**src/rtl/multicycle_control.sv**
```systemverilog
// Main control FSM for the multi-cycle MIPS datapath: fetch/decode/execute/mem/write-back sequencing.
// Optional macro MULTICYCLE_ADDI_EN adds the ADDI_EX/ADDI_WB path for opcode 001000.
module multicycle_control #(
    parameter int STATE_W = 4
) (
    input  logic               clk,
    input  logic               rst_n,
    input  logic [5:0]         opcode,
    input  logic               mem_ready,
    output logic               PCWrite,
    output logic               PCWriteCond,
    output logic               IorD,
    output logic               MemRead,
    output logic               MemWrite,
    output logic               IRWrite,
    output logic               MemtoReg,
    output logic               RegDst,
    output logic               RegWrite,
    output logic               ALUSrcA,
    output logic [1:0]         ALUSrcB,
    output logic [1:0]         ALUOp,
    output logic [1:0]         PCSource,
    output logic               illegal_op,
    output logic [STATE_W-1:0] state
);

    typedef enum logic [STATE_W-1:0] {
        FETCH    = STATE_W'(0),
        DECODE   = STATE_W'(1),
        MEM_ADDR = STATE_W'(2),
        MEM_RD   = STATE_W'(3),
        MEM_WB   = STATE_W'(4),
        MEM_WR   = STATE_W'(5),
        EXEC     = STATE_W'(6),
        R_WB     = STATE_W'(7),
        BRANCH   = STATE_W'(8),
`ifdef MULTICYCLE_ADDI_EN
        JUMP     = STATE_W'(9),
        ADDI_EX  = STATE_W'(10),
        ADDI_WB  = STATE_W'(11)
`else
        JUMP     = STATE_W'(9)
`endif
    } state_t;

    localparam logic [5:0] OP_R    = 6'b000000;
    localparam logic [5:0] OP_LW   = 6'b100011;
    localparam logic [5:0] OP_SW   = 6'b101011;
    localparam logic [5:0] OP_BEQ  = 6'b000100;
    localparam logic [5:0] OP_J    = 6'b000010;
`ifdef MULTICYCLE_ADDI_EN
    localparam logic [5:0] OP_ADDI = 6'b001000;
`endif

    state_t cur, nxt;

    always_ff @(posedge clk or negedge rst_n) begin
        if (!rst_n) cur <= FETCH;
        else        cur <= nxt;
    end

    assign state = cur;

    // Every output is forced low while reset is held, even though cur already reads FETCH.
    always_comb begin
        nxt         = FETCH;
        PCWrite     = 1'b0;
        PCWriteCond = 1'b0;
        IorD        = 1'b0;
        MemRead     = 1'b0;
        MemWrite    = 1'b0;
        IRWrite     = 1'b0;
        MemtoReg    = 1'b0;
        RegDst      = 1'b0;
        RegWrite    = 1'b0;
        ALUSrcA     = 1'b0;
        ALUSrcB     = 2'b00;
        ALUOp       = 2'b00;
        PCSource    = 2'b00;
        illegal_op  = 1'b0;
        if (rst_n) begin
            case (cur)
                FETCH: begin
                    MemRead = 1'b1;
                    ALUSrcB = 2'b01;
                    IRWrite = mem_ready;
                    PCWrite = mem_ready;
                    nxt     = mem_ready ? DECODE : FETCH;
                end
                DECODE: begin
                    ALUSrcB = 2'b11;
                    case (opcode)
                        OP_R:          nxt = EXEC;
                        OP_LW, OP_SW:  nxt = MEM_ADDR;
                        OP_BEQ:        nxt = BRANCH;
                        OP_J:          nxt = JUMP;
`ifdef MULTICYCLE_ADDI_EN
                        OP_ADDI:       nxt = ADDI_EX;
`endif
                        default: begin
                            illegal_op = 1'b1;
                            nxt        = FETCH;
                        end
                    endcase
                end
                MEM_ADDR: begin
                    ALUSrcA = 1'b1;
                    ALUSrcB = 2'b10;
                    nxt     = (opcode == OP_LW) ? MEM_RD : MEM_WR;
                end
                MEM_RD: begin
                    MemRead = 1'b1;
                    IorD    = 1'b1;
                    nxt     = mem_ready ? MEM_WB : MEM_RD;
                end
                MEM_WB: begin
                    RegWrite = 1'b1;
                    MemtoReg = 1'b1;
                    nxt      = FETCH;
                end
                MEM_WR: begin
                    MemWrite = 1'b1;
                    IorD     = 1'b1;
                    nxt      = mem_ready ? FETCH : MEM_WR;
                end
                EXEC: begin
                    ALUSrcA = 1'b1;
                    ALUOp   = 2'b10;
                    nxt     = R_WB;
                end
                R_WB: begin
                    RegWrite = 1'b1;
                    RegDst   = 1'b1;
                    nxt      = FETCH;
                end
                BRANCH: begin
                    ALUSrcA     = 1'b1;
                    ALUOp       = 2'b01;
                    PCWriteCond = 1'b1;
                    PCSource    = 2'b01;
                    nxt         = FETCH;
                end
                JUMP: begin
                    PCWrite  = 1'b1;
                    PCSource = 2'b10;
                    nxt      = FETCH;
                end
`ifdef MULTICYCLE_ADDI_EN
                ADDI_EX: begin
                    ALUSrcA = 1'b1;
                    ALUSrcB = 2'b10;
                    nxt     = ADDI_WB;
                end
                ADDI_WB: begin
                    RegWrite = 1'b1;
                    nxt      = FETCH;
                end
`endif
                default: nxt = FETCH;
            endcase
        end
    end

endmodule

```
**config.mk**
```make
export PLATFORM = sky130hd
export DESIGN_NAME = multicycle_control
export DESIGN_NICKNAME = d
export VERILOG_FILES = /design/src/rtl/multicycle_control.sv
export SDC_FILE = /design/constraint.sdc
export NUM_CORES = 1
export LEC_CHECK = 0
export CAP_MARGIN = 30
export CORE_MARGIN = 2
export CORE_UTILIZATION = 30
export DETAILED_ROUTE_END_ITERATION = 7
export GPL_ROUTABILITY_DRIVEN = 0
export PLACE_DENSITY_LB_ADDON = 0.08
export SLEW_MARGIN = 10
export SYNTH_ARGS = -nofsm -noshare
export SYNTH_HDL_FRONTEND = slang
export SYNTH_SLANG_ARGS = --single-unit
```
**constraint.sdc**
```tcl
create_clock -name clk -period 1.4 [get_ports clk]
set_clock_uncertainty 0.2 [all_clocks]
set_input_delay 0.28 -clock clk [delete_from_list [all_inputs] [get_ports clk]]
set_output_delay 0.28 -clock clk [all_outputs]
set_load 0.1 [all_outputs]
```
==> metrics.txt, run 1 <==
Post-CTS Setup Inserts=4; register area share after synthesis=between 20% and 30%; last stage reached=clock tree synthesis; post-synth top area share=~20%; post-DP HPWL=around 2 mm; number of I/O port buffers=29; Starting Density=around a third; clock sink count=4; Post-CTS Hold Buffers=0; most common cell in the netlist=nor2_1; Post-Synthesis Cells=about 70; top_reg_cell synth=dfrtp_1; Synthesis Warnings=0; synthesized area per cell=7.36 µm²; #FFs+latches synth=4; Die Wd=~45 µm; Post-CTS Resized=26; Synth area leader=dfrtp_1; I/O Pins=30; number of buffers created by CTS=3; status=stopped before the end; Yosys cell types=35; Post-synth top cells=9 x nor2_1, 6 x a21oi_1, 5 x nand2_1; row count=14; EDFF count, synth=0; DIE HEIGHT=about 45 µm; H-Tree Level Count=1; Bufs on Longest Clock Path=2; ranking of synthesized cells by area=dfrtp_1 20%, nor2_1 6.8%, a21oi_1 6.0%, buf_4 4.5%, nand3_1 4.0%; tool error message=[ERROR DPL-0033] detailed placement checks failed during check placement.; Syn Nets=between 70 and 80; Root Buffer=clkbuf_4; Post-Syn Area=500 µm²; ys async rst share=between 90% and 100%
[kinds of logic after synthesis]
family          synth area share (%)
mux                             2.00
compound gates                  19.5
flops                           20.0
xor+xnor                        3.50
buf+inv                         9.25
simple gates                    45.8
[per-stage QoR]
step                hold slack, ns  std cells  utilization [%]  setup WS (ns)  instance area (µm²)
floorplan                   -0.216         68                -          -1.65                  653
global placement             0.466        141             89.0         -0.661                 1370
detailed placement           0.477        141             89.0         -0.706                 1370
==> run 2, diff against run 1 <==
- CORE_AREA: not set -> 2 2 63 65
- CORE_MARGIN: 2 -> not set
- CORE_UTILIZATION: 30 -> not set
- DIE_AREA: not set -> 0 0 65 67
- PLACE_DENSITY_LB_ADDON: 0.08 -> 0.15
- clock period: 1.4 -> 1.8 ns (I/O delays scaled with it)
==> metrics.txt, run 2 <==
clk slew on worst S/H paths=0.03 ns; global-route wire length before repair=3.73 mm; Yosys cell types=35; MaxCap Viol Count=0; Final Max Slew Viols=0; slew margin rel.=between 70% and 80%; Core Region=3610 µm²; Root Buffer=clkbuf_8; Bufs on Longest Clock Path=2; Worst VDD drop=around 0.17 mV; crit share post-route=122%; ranking of synthesized cells by area=dfrtp_1 20%, nor2_1 6.8%, a21oi_1 6.0%, buf_4 4.5%, nand3_1 4.0%; Final Hold Vio Count=0; Largest delay share family, worst path=simple AND/OR/NAND/NOR gates; initial antenna violation count=0; Pwr Total=0.000559 W; via count=785; post-DP HPWL=~1.6 mm; DRT iter0 DRCs=10; GRT overflow=0; largest net degree at the start of global routing=9; commonest non-fill, non-tap cells in the layout=37 x buf_4, 22 x buf_12, 10 x buf_6; Max stage delay on crit path=~0.45 ns; Tot GR Track Use=approximately 11%; final worst slack=-0.401 ns; final cell count without fillers=191; DR WL/cell=11.4 µm; Die Wd=65 µm; post-synth top area share=about a fifth; DRC viols=0; final setup vio count=20; layout cells sized above 1=approximately three quarters; PwrDens=between 300 and 400 nW/µm²; EDFF count, synth=0; ys async rst share=100%; number of global-route vias before repair=~800; commonest non-fill, non-tap cell in the layout=buf_4; CP max FO=3; Worst EP arrival=about 1.6 ns; Setup Crit Path Kind=flop to output pin; I/O Pins=30; final hold slack=just over 0.09 ns; number of I/O port buffers=29; routed wire length=between 2 and 2.5 mm; RSZ-0062 raised after global routing=true; startpoint types=flop; max FFs per register=4; Pleak=0.704 nW; register area share after synthesis=20.0%; Achievable Freq=about 0.45 GHz; crit path time final=between 2 and 2.5 ns; #FFs+latches synth=4; worst-path cell chain=and2b_4 -> nand2_4 -> nor4b_4 -> or2_4 -> buf_12; WP buf/inv=1; CP required=about 1.2 ns; most common cell in the netlist=nor2_1; nets=154; Synthesis Warnings=0; number of buffers created by CTS=3; Post-Syn Area=about 500 µm²; P&R area growth vs syn=242%; Worst-Margin Slew=0.379 ns; worst hold path class=input pin to asynchronous set/reset pin; status=finished, violations left; Post-synth top cells=9 x nor2_1, 6 x a21oi_1, 5 x nand2_1; Vias/cell=roughly 4.1; H-Tree Level Count=1; pre-CTS WS=-0.482 ns; First-pass DRT Iterations=2; Starting Density=~14%; Critical Path Slowest Stage Cell=dfrtp_4; die area=4360 µm²; DIE HEIGHT=about 67 µm; antenna cell count=0; row count=22; Clk Latency, worst-skew pair=0.22 ns; top_reg_cell synth=dfrtp_1; Worst Setup End Kind=output pin; CTS tree=done; Synth area leader=dfrtp_1; Post-Synthesis Cells=a little under 70; Syn Nets=77; clock sink count=4; Antenna Violating Nets Remaining=0; failing checks=negative setup slack; DP Cell Count=~170; synthesized area per cell=around 7.4 µm²
## run 2: metrics by stage
stage / area (µm²) / setup TNS (ns) / util (%)
finish: 1710 / -5.42 / 47.4
global route: 1710 / -6.45 / 47.4
CTS: 1590 / -4.69 / 44.2
detailed placement: 1390 / -7.60 / 38.4
global placement: 1390 / -7.37 / 38.4
floorplan: 653 / -11.49 / -
## run 2: path summary, 6_finish.rpt
| check | startpoint | to | slack (ns) | cells after the start |
|---|---|---|---|---|
| setup / recovery | state[3] | PCWrite | -0.40 | 5 |
| hold reg to reg | state[1] | state[3] | 0.64 | 4 |
| hold / removal | rst_n | state[0] | 0.09 | 3 |
| min in group clk | opcode[1] | state[0] | 0.42 | 4 |
| max in group asynchronous | rst_n | state[3] | 1.18 | 3 |
| setup reg to reg | state[1] | state[2] | -0.14 | 7 |
## run 2: cell families after synthesis
| logic type | count (synthesis) | synth area share, % |
|---|---|---|
| multiplexers | 1 | 2.00 |
| flip-flops | 4 | 20.0 |
| buffers and inverters | 7 | 9.25 |
| XOR/XNOR | 2 | 3.50 |
| AND/OR/NAND/NOR | 39 | 45.8 |
| AO/OA/AOI/OAI | 15 | 19.5 |
## run 2: power by group
group	internal (W)	switching [W]	total [W]
sequential	0.0000934	0.00000663	0.000100
clock	0.000143	0.0000515	0.000194
combinational	0.000122	0.000143	0.000264
## run 2: per-layer routing
metal	wire length [µm]	GRT usage, %	up-vias
met3	97	1.86	4
met1	863	12.6	368
met4	33	5.59	0
met2	1180	19.7	19
li1	-	-	394
met5	0	0	-
## run 2: repair_timing
action                                  in CTS  in global routing
buffers inserted                             9                  9
gates resized for setup                     31                  9
cloned                                       0                  0
endpoints found under the setup margin      19                 20
hold buffers                                 0                  0
pin swaps                                    9                 11
## run 2: worst reg2reg max path, cell delays in order, from the launching register on
cell     delay (ns)
dfrtp_4        0.51
buf_6          0.16
xor2_4         0.16
buf_4          0.14
buf_4          0.12
buf_4          0.11
o21ai_0        0.32
a21oi_1        0.09
## run 2: final cells by class
type                       count  area, µm²
clock buffer                   3       41.3
fill                         354       1900
inverter                       2       12.5
multi-input combinational     57        573
sequential                     4        115
tap                           48       60.1
timing repair buffer          77        907
Power figures use the tool's default switching activity.
